[src/rtl/signed_peak_detect_if.sv]
// Sample-in / window-result-out bundle for signed_peak_detect.
// The master drives samples; the slave (the detector) returns results.
interface signed_peak_detect_if #(
  parameter int unsigned WIDTH = 8,
  parameter int unsigned CNT_W = 4
);
  logic             clr;
  logic             din_vld;
  logic [WIDTH-1:0] din;
  logic             busy;
  logic             peak_vld;
  logic [WIDTH-1:0] max_out;
  logic [WIDTH-1:0] min_out;
  logic [CNT_W-1:0] max_idx;
  logic [CNT_W-1:0] min_idx;

  modport master (
    output clr, din_vld, din,
    input  busy, peak_vld, max_out, min_out, max_idx, min_idx
  );

  modport slave (
    input  clr, din_vld, din,
    output busy, peak_vld, max_out, min_out, max_idx, min_idx
  );
endinterface

[src/rtl/signed_peak_detect.sv]
// Windowed signed max/min detector: reports the extremes of every WIN_LEN accepted samples
// (with their positions) as a one-cycle peak_vld pulse one cycle after the last sample.
module signed_peak_detect #(
  parameter int unsigned WIDTH   = 8,
  parameter int unsigned WIN_LEN = 16,
  parameter int unsigned CNT_W   = 4
) (
  input logic                sys_clk,
  input logic                sys_rst_n,
  signed_peak_detect_if.slave bus
);

  if (WIDTH < 2 || WIN_LEN < 2 || (WIN_LEN - 1) >= (1 << CNT_W)) begin : g_param_check
    $error("signed_peak_detect: unsupported WIDTH/WIN_LEN/CNT_W combination");
  end

  localparam logic [CNT_W-1:0] LastCnt = CNT_W'(WIN_LEN - 1);

  typedef enum logic [0:0] {StEmpty, StAcc} state_e;

  state_e           state_q, state_d;
  logic [CNT_W-1:0] cnt_q, cnt_d;
  logic [WIDTH-1:0] run_max_q, run_max_d, run_min_q, run_min_d;
  logic [CNT_W-1:0] run_max_idx_q, run_max_idx_d, run_min_idx_q, run_min_idx_d;
  logic [WIDTH-1:0] max_out_q, max_out_d, min_out_q, min_out_d;
  logic [CNT_W-1:0] max_idx_q, max_idx_d, min_idx_q, min_idx_d;
  logic             peak_vld_q, peak_vld_d;

  logic             accept;
  logic             new_max, new_min;
  logic [WIDTH-1:0] cand_max, cand_min;
  logic [CNT_W-1:0] cand_max_idx, cand_min_idx;

  // Flipping the sign bit maps two's-complement order onto unsigned order.
  function automatic logic [WIDTH-1:0] key(input logic [WIDTH-1:0] d);
    return {~d[WIDTH-1], d[WIDTH-2:0]};
  endfunction

  assign accept  = bus.din_vld & ~bus.clr;
  // Strict compares so the earliest occurrence of a tied value keeps its index.
  assign new_max = key(bus.din) > key(run_max_q);
  assign new_min = key(bus.din) < key(run_min_q);

  assign cand_max     = new_max ? bus.din : run_max_q;
  assign cand_max_idx = new_max ? cnt_q   : run_max_idx_q;
  assign cand_min     = new_min ? bus.din : run_min_q;
  assign cand_min_idx = new_min ? cnt_q   : run_min_idx_q;

  always_comb begin
    state_d       = state_q;
    cnt_d         = cnt_q;
    run_max_d     = run_max_q;
    run_min_d     = run_min_q;
    run_max_idx_d = run_max_idx_q;
    run_min_idx_d = run_min_idx_q;
    max_out_d     = max_out_q;
    min_out_d     = min_out_q;
    max_idx_d     = max_idx_q;
    min_idx_d     = min_idx_q;
    peak_vld_d    = 1'b0;

    if (bus.clr) begin
      state_d = StEmpty;
      cnt_d   = '0;
    end else if (accept) begin
      unique case (state_q)
        StEmpty: begin
          run_max_d     = bus.din;
          run_min_d     = bus.din;
          run_max_idx_d = '0;
          run_min_idx_d = '0;
          cnt_d         = CNT_W'(1);
          state_d       = StAcc;
        end
        StAcc: begin
          if (cnt_q == LastCnt) begin
            max_out_d  = cand_max;
            min_out_d  = cand_min;
            max_idx_d  = cand_max_idx;
            min_idx_d  = cand_min_idx;
            peak_vld_d = 1'b1;
            cnt_d      = '0;
            state_d    = StEmpty;
          end else begin
            run_max_d     = cand_max;
            run_min_d     = cand_min;
            run_max_idx_d = cand_max_idx;
            run_min_idx_d = cand_min_idx;
            cnt_d         = cnt_q + CNT_W'(1);
          end
        end
        default: state_d = StEmpty;
      endcase
    end
  end

  always_ff @(posedge sys_clk or negedge sys_rst_n) begin
    if (!sys_rst_n) begin
      state_q       <= StEmpty;
      cnt_q         <= '0;
      run_max_q     <= '0;
      run_min_q     <= '0;
      run_max_idx_q <= '0;
      run_min_idx_q <= '0;
      max_out_q     <= '0;
      min_out_q     <= '0;
      max_idx_q     <= '0;
      min_idx_q     <= '0;
      peak_vld_q    <= 1'b0;
    end else begin
      state_q       <= state_d;
      cnt_q         <= cnt_d;
      run_max_q     <= run_max_d;
      run_min_q     <= run_min_d;
      run_max_idx_q <= run_max_idx_d;
      run_min_idx_q <= run_min_idx_d;
      max_out_q     <= max_out_d;
      min_out_q     <= min_out_d;
      max_idx_q     <= max_idx_d;
      min_idx_q     <= min_idx_d;
      peak_vld_q    <= peak_vld_d;
    end
  end

  assign bus.busy     = (state_q == StAcc);
  assign bus.peak_vld = peak_vld_q;
  assign bus.max_out  = max_out_q;
  assign bus.min_out  = min_out_q;
  assign bus.max_idx  = max_idx_q;
  assign bus.min_idx  = min_idx_q;

endmodule

[src/flat_wrapper.sv]
// flat-port wrapper written by rule: the top's interface ports become plain ports
module signed_peak_detect_flat 
#(
  parameter int unsigned WIDTH   = 8,
  parameter int unsigned WIN_LEN = 16,
  parameter int unsigned CNT_W   = 4
)
  (sys_clk, sys_rst_n, bus_clr, bus_din_vld, bus_din, bus_busy, bus_peak_vld, bus_max_out, bus_min_out, bus_max_idx, bus_min_idx);
  signed_peak_detect_if #(.WIDTH(WIDTH), .CNT_W(CNT_W)) bus_i ();
  input logic sys_clk;
  input logic sys_rst_n;
  input wire logic [$bits(bus_i.clr)-1:0] bus_clr;
  input wire logic [$bits(bus_i.din_vld)-1:0] bus_din_vld;
  input wire logic [$bits(bus_i.din)-1:0] bus_din;
  output wire logic [$bits(bus_i.busy)-1:0] bus_busy;
  output wire logic [$bits(bus_i.peak_vld)-1:0] bus_peak_vld;
  output wire logic [$bits(bus_i.max_out)-1:0] bus_max_out;
  output wire logic [$bits(bus_i.min_out)-1:0] bus_min_out;
  output wire logic [$bits(bus_i.max_idx)-1:0] bus_max_idx;
  output wire logic [$bits(bus_i.min_idx)-1:0] bus_min_idx;
  assign bus_i.clr = bus_clr;
  assign bus_i.din_vld = bus_din_vld;
  assign bus_i.din = bus_din;
  assign bus_busy = bus_i.busy;
  assign bus_peak_vld = bus_i.peak_vld;
  assign bus_max_out = bus_i.max_out;
  assign bus_min_out = bus_i.min_out;
  assign bus_max_idx = bus_i.max_idx;
  assign bus_min_idx = bus_i.min_idx;
  signed_peak_detect #(.WIDTH(WIDTH), .WIN_LEN(WIN_LEN), .CNT_W(CNT_W)) u_core (.sys_clk(sys_clk), .sys_rst_n(sys_rst_n), .bus(bus_i));
endmodule
[config.mk]
export PLATFORM = sky130hd
export DESIGN_NAME = signed_peak_detect_flat
export DESIGN_NICKNAME = d
export VERILOG_FILES = /design/src/rtl/signed_peak_detect_if.sv /design/src/rtl/signed_peak_detect.sv /design/src/flat_wrapper.sv
export SDC_FILE = /design/constraint.sdc
export NUM_CORES = 1
export LEC_CHECK = 0
export BUFFER_PORTS_ARGS = -buffer_cell sky130_fd_sc_hd__buf_2
export CORE_MARGIN = 3
export CORE_UTILIZATION = 45
export DETAILED_ROUTE_END_ITERATION = 10
export PLACE_DENSITY = 0.68
export SETUP_SLACK_MARGIN = 0.02
export SYNTH_ARGS = -nofsm -noshare
export SYNTH_HDL_FRONTEND = slang
export SYNTH_SLANG_ARGS = --single-unit
[constraint.sdc]
create_clock -name sys_clk -period 2.9 [get_ports sys_clk]
set_input_delay 0.145 -clock sys_clk [delete_from_list [all_inputs] [get_ports sys_clk]]
set_output_delay 0.145 -clock sys_clk [all_outputs]
set_load 0.005 [all_outputs]
==> flow_summary.yaml, run 1 <==
floorplanning:
  fp.dieH_um: 83.1
  initial_core_util: 0.474
  io_pins: 38
  row_count: 27
  core_um2: 5640
  die_area_um2: 6910
  die_x_um: 83.1
detailed_routing:
  first_pass_iters: 4
  drtIter0Drc: 80
  route.met2.wl_um: 2560
  drcViolationCount: 0
  viasPerCell: 5.26
  dr.max_layer_used: "met4"
  wl_met3_um: 147
  totalWireLength_um: 5310
  wl_per_cell_um: 14.6
  num_vias: 1915
  met1_length_um: 2530
  ant_nets: 0
placed_design:
  port_buffers: 37
  placed_area_um2: 2950
  dpl.hpwl_um: 3720
  dp_cells: 355
  preCtsSetupSlack_ns: 0.484
  place_congestion: 0.801
critical_path:
  crit_chain: "ha_1, and3_4, or3_1, o311ai_1, a31o_2, mux2_1"
  path_delay_family: "compound AO/OA/AOI/OAI gates"
  cp_max_fo: 12
  cpPeakStageDelay_ns: 0.48
  crit_path_top_delay_cell: "dfrtp_1"
  critical_path_class: "flop to flop"
  crit_buf_inv: 0
  arrival_ns: 2.61
  r2r-start: "u_core.cnt_q[0]"
  critical_path_required_ns: 3.10
  ff2ff_path_depth: 6
  cp-end-kind: "flop"
  startpoint_type: "flop"
  rr_endpoint: "u_core.run_max_q[5]"
  reg2reg_slack_ns: 0.48
synth:
  synth_top_family_by_area: "multiplexers"
  synth_cell_type_count: 32
  synth.avg_cell_area_um2: 10.7
  ys_seq_elements: 54
  yosysTopAreaCellShare: 0.505
  synth_compound_area_frac: 0.130
  yosysWarnings: 0
  yosys.area_share.adder: 0.0748
  ys_seq_area_frac: 0.505
  synth-simple-area-share: 0.105
  yosysTopAreaCell: "dfrtp_1"
  synth_flop_cell: "dfrtp_1"
  mappedNetlistArea_um2: 2680
  muxShareOfSynthArea: 0.142
  synth_cells: 250
  synth.top_cells.by_area: "dfrtp_1, ha_1, mux2i_1"
  synth_fp_nets: 278
  synth_xor_area_frac: 0
  async_flop_share: 1.00
  synth_edf_count: 0
timing:
  maxSlewHeadroom: 0.323
  finalWorstSetupSlack_ns: 0.484
  fin_skew_ns: 0.00936
  hold_viol: 0
  fin_setup_tns_ns: 0
  post-route-period-util: 0.833
  max_freq_mhz: 414
  slew_viol_final: 0
  tightest_slew_ns: 1.02
  finalCriticalPeriod_ns: 2.42
  setup_viol: 0
  rsz0062_at_grt: "false"
outcome:
  status: "completed"
clock_tree:
  clk_pin_slew_ns: 0.10
  htreeDepth: 2
  cts_root_buf: "clkbuf_8"
  cts_buffer_depth: 2
  cts_buffers: 5
  cts_sinks: 54
  cts_tree: "done"
  clk_latency_ns: 0.31
final_layout:
  diodes: 0
  fin_cells: 364
  num-nets-final: 319
  syn2layout_area_growth_pct: 14.9
  final_cell_area_um2: 3070
  fillers: 504
  drive_gt1_frac: 0.202
global_route:
  grt_max_degree: 50
  antenna_found_initial: 0
  track_usage: 0.158
  gr-total-overflow: 0
  grt_pass1_vias: 1861
  grt_pass1_wl_um: 8940
job:
  cap_violations: 0
worst_hold_path:
  min_path_type: "primary input to flop"
  whs_path_depth: 2
  holdPathEnd: "u_core.cnt_q[3]"
  min_from: "bus_clr"
power_and_ir_drop:
  p_leak_nw: 1.59
  power_density_nw_per_um2: 550
  peakVddDrop_mv: 0.256
  fin_total_pwr_mw: 1.69
==> sequential cells by signal, indices dropped and copies added, names as in the netlist, 8 cells and up <==
name / flops
u_core.bus.max_out: 8
u_core.bus.min_out: 8
u_core.run_max_q: 8
u_core.run_min_q: 8
==> power by group <==
group | total (mW) | switching (mW) | internal, mW
sequential | 0.830 | 0.0345 | 0.796
clock | 0.511 | 0.254 | 0.257
combinational | 0.348 | 0.198 | 0.150
==> synth_stat cells (5+ instances only) <==
| cell | instances |
|---|---|
| mux2i_1 | 20 |
| nand2_1 | 6 |
| o21ai_1 | 5 |
| a32o_1 | 8 |
| a21oi_1 | 35 |
| dfrtp_1 | 54 |
| ha_1 | 16 |
| inv_1 | 16 |
| clkbuf_1 | 5 |
| nor2_1 | 36 |
| mux2_1 | 16 |
==> routing by layer <==
metal,vias up,GRT usage
met5,-,0
met4,0,0.0490
met3,6,0.0337
met2,26,0.266
met1,922,0.204
li1,961,-
==> cells in the final DEF (no fill, tap or decap) <==
master         count
a32o_1             8
nor2_1            36
ha_1              16
inv_2              1
o211a_1            1
nand2b_1           4
a31o_2             1
buf_2             37
a21oi_4            1
nand3_1            3
o311ai_1           1
bufinv_16          1
nand2_2            1
clkbuf_8           5
o22ai_1            1
nand2_1            6
a21oi_1           35
dlygate4sd3_1      1
dfrtp_1           54
and3_1             1
buf_4              6
mux2i_1           20
o21ai_0            2
or3_1              1
and3_4             1
a21oi_2            1
nor3_1             2
mux2_1            16
o21ai_1            5
nor3_2             2
nand4_1            1
nor3b_1            2
nor2b_1            1
inv_1             16
clkinvlp_4         2
==> timing repair <==
item,4_1_cts,5_1_grt
setup buffers,0,0
resized for setup,0,0
hold buffers,1,0
hold endpoints to repair,37,0
==> final cells by class <==
type | count | area [um^2] | share of cell area
clock buffers | 5 | 68.8 | 0.0224
clock inverters | 3 | 45.0 | 0.0147
inverters | 17 | 63.8 | 0.0208
multi-input cells | 169 | 1210 | 0.395
flip-flops and latches | 54 | 1350 | 0.440
well taps | 72 | 90.1 | 0.0293
repair buffers | 44 | 240 | 0.0781
==> worst max path at each step <==
stage	start	to	slack [ns]	cells past startpoint
3_3_place_gp	u_core.run_max_q[1]	u_core.bus.max_out[7]	0.50	8
4_1_cts	u_core.cnt_q[0]	u_core.run_max_q[5]	0.46	6
6_report	u_core.cnt_q[0]	u_core.run_max_q[5]	0.48	6
5_1_grt	u_core.run_max_q[1]	u_core.bus.max_out[2]	0.29	8
3_5_place_dp	u_core.cnt_q[0]	u_core.run_max_q[5]	0.48	6
2_1_floorplan	u_core.cnt_q[0]	u_core.run_max_q[2]	0.74	7
==> metrics by stage <==
step,hold WS (ns),utilization
final,0.112,0.545
after global placement,0.317,0.523
after floorplan,-0.151,-
after CTS,0.100,0.545
after global routing,0.113,0.545
after detailed placement,0.309,0.523
==> logic make-up (layout without fill, tap and decap cells) <==
logic type / Yosys count / in the layout
AOI/OAI and AO/OA: 56 / 56
adders and majority gates: 16 / 16
buffers and inverters: 27 / 69
DFF: 54 / 54
muxes: 36 / 36
and+or+nand+nor: 61 / 61
(Power assumes the default switching activity.)
==> inputs of run 2 (changes only) <==
- clock period: 2.9 -> 2.4 ns (I/O delays scaled with it)
==> run 2 against run 1 <==
  * Clock skew shrank 0.0022 ns
  * Core utilization up 0.067 points
  * Global-route usage increased by 0.093 points
  * Clock-buffer cell count stayed put
  * Combinational power rose by 23%
==> flow_summary.yaml, run 2 (synthesis results as in run 1) <==
outcome:
  status: "completed"
global_route:
  use_met1: 0.203
  met2_usage: 0.271
  busiest_layer: "met2"
  grt_pass1_wl_um: 9000
  gr-total-overflow: 0
  grt_pass1_vias: 1924
  track_usage: 0.159
  use_met3: 0.0397
  antenna_found_initial: 0
  grt_max_degree: 50
worst_hold_path:
  whs_path_depth: 2
  min_from: "bus_din[7]"
  min_path_type: "primary input to flop"
  holdPathEnd: "u_core.run_min_q[7]"
job:
  cap_violations: 0
final_layout:
  diodes: 0
  final_cell_mix: "dfrtp_1, buf_2, nor2_1, a21oi_1, mux2i_1"
  syn2layout_area_growth_pct: 15.1
  fin_cells: 366
  fillers: 519
  num-nets-final: 322
  drive_gt1_frac: 0.207
  final_util: 0.546
  layout_commonest_cell: "dfrtp_1"
critical_path:
  arrival_ns: 2.40
  critical_path_required_ns: 2.59
  startpoint_type: "flop"
  crit_path_top_delay_cell: "dfrtp_1"
  cp-end-kind: "flop"
  crit_buf_inv: 0
  crit_chain: "ha_1, and3_4, or3_1, o311ai_1, a31o_4, mux2_1"
  critical_path_class: "flop to flop"
  r2r-start: "u_core.cnt_q[0]"
  ff2ff_path_depth: 6
  cpPeakStageDelay_ns: 0.39
  path_delay_family: "compound AO/OA/AOI/OAI gates"
  cp_max_fo: 12
  rr_endpoint: "u_core.run_max_q[5]"
  reg2reg_slack_ns: 0.19
detailed_routing:
  viasPerCell: 5.32
  first_pass_iters: 4
  num_vias: 1948
  wl_per_cell_um: 13.9
  totalWireLength_um: 5100
  ant_nets: 0
  drtIter0Drc: 77
  drcViolationCount: 0
timing:
  post-route-period-util: 0.921
  finalWorstSetupSlack_ns: 0.190
  slew_viol_final: 0
  setup_viol: 0
  finalCriticalPeriod_ns: 2.21
  hold_viol: 0
  fin_skew_ns: 0.00715
  whs_ns: 0.0887
  max_freq_mhz: 452
  tightest_slew_ns: 0.589
  fin_setup_tns_ns: 0
  rsz0062_at_grt: "false"
  maxSlewHeadroom: 0.607
clock_tree:
  clk_latency_ns: 0.30
  cts_root_buf: "clkbuf_8"
  cts_buffer_depth: 2
  cts_tree: "done"
  cts_buffers: 5
  cts_sinks: 54
  clk_pin_slew_ns: 0.09
  htreeDepth: 2
floorplanning:
  row_count: 27
  die_area_um2: 6910
  initial_core_util: 0.474
  io_pins: 38
  die_x_um: 83.1
  fp.dieH_um: 83.1
  core_um2: 5640
power_and_ir_drop:
  power_density_nw_per_um2: 621
  p_leak_nw: 1.60
  peakVddDrop_mv: 0.245
placed_design:
  preCtsSetupSlack_ns: 0.0335
  dpl.hpwl_um: 3570
  port_buffers: 37
  place_congestion: 0.821
  dp_cells: 358
[run 2: cell count changes in the layout (fill, tap and decap cells not counted)]
cell / previous run / this run
buf_4: 6 / 9
clkinv_2: 0 / 2
clkinvlp_4: 2 / 0
a21oi_2: 1 / 0
a21oi_4: 1 / 2
a31o_2: 1 / 0
a31o_4: 0 / 1
bufinv_16: 1 / 0
[run 2: layout make-up]
class	count	area (um^2)	share of cell area
Inverter	17	63.8	0.0207
Multi-Input combinational cell	169	1230	0.400
Tap cell	72	90.1	0.0293
Sequential cell	54	1350	0.439
Clock buffer	5	68.8	0.0224
Clock inverter	2	10.0	0.00325
Timing Repair Buffer	47	263	0.0854
[run 2: where the power goes]
| group | internal (mW) | total, mW | switching (mW) |
|---|---|---|---|
| Sequential | 0.961 | 0.999 | 0.0378 |
| Combinational | 0.187 | 0.429 | 0.243 |
| Clock | 0.197 | 0.484 | 0.287 |
[run 2: per-stage QoR]
step,power (mW),area [um^2]
floorplan,1.32,2680
global placement,1.43,2970
detailed placement,1.44,2970
CTS,1.94,3070
global route,2.04,3080
finish,1.91,3080
[run 2: metal layers]
layer	wire length (um)	vias up
met1	2360	950
met2	2510	30
li1	-	962
met3	168	6
met4	59	0
met5	0	-
[run 2: worst max-delay path by stage]
stage,start,endpoint,depth (start not counted)
after floorplan,u_core.cnt_q[0],u_core.run_max_q[2],7
after global placement,u_core.run_max_q[7],u_core.bus.max_out[7],7
after detailed placement,u_core.run_max_q[7],u_core.bus.max_idx[0],7
after CTS,u_core.cnt_q[0],u_core.run_max_q[5],6
after global routing,u_core.run_max_q[1],u_core.bus.max_out[7],8
final,u_core.cnt_q[0],u_core.run_max_q[5],6
[run 2: repair_timing]
action | CTS | global route
endpoints found under the setup margin | 1 | 1
gates resized for setup | 1 | 1
hold buffers | 1 | 0
buffers inserted | 0 | 0
hold endpoints to repair | 54 | 0
[run 2: worst register-to-register path, delay by kind of cell, from the launching register on]
| kind | cells | cell delay [ns] |
|---|---|---|
| AO/OA/AOI/OAI | 2 | 0.57 |
| adder cells (fa/ha/maj) | 1 | 0.24 |
| flip-flops | 1 | 0.39 |
| multiplexers | 1 | 0.35 |
| AND/OR/NAND/NOR | 2 | 0.56 |
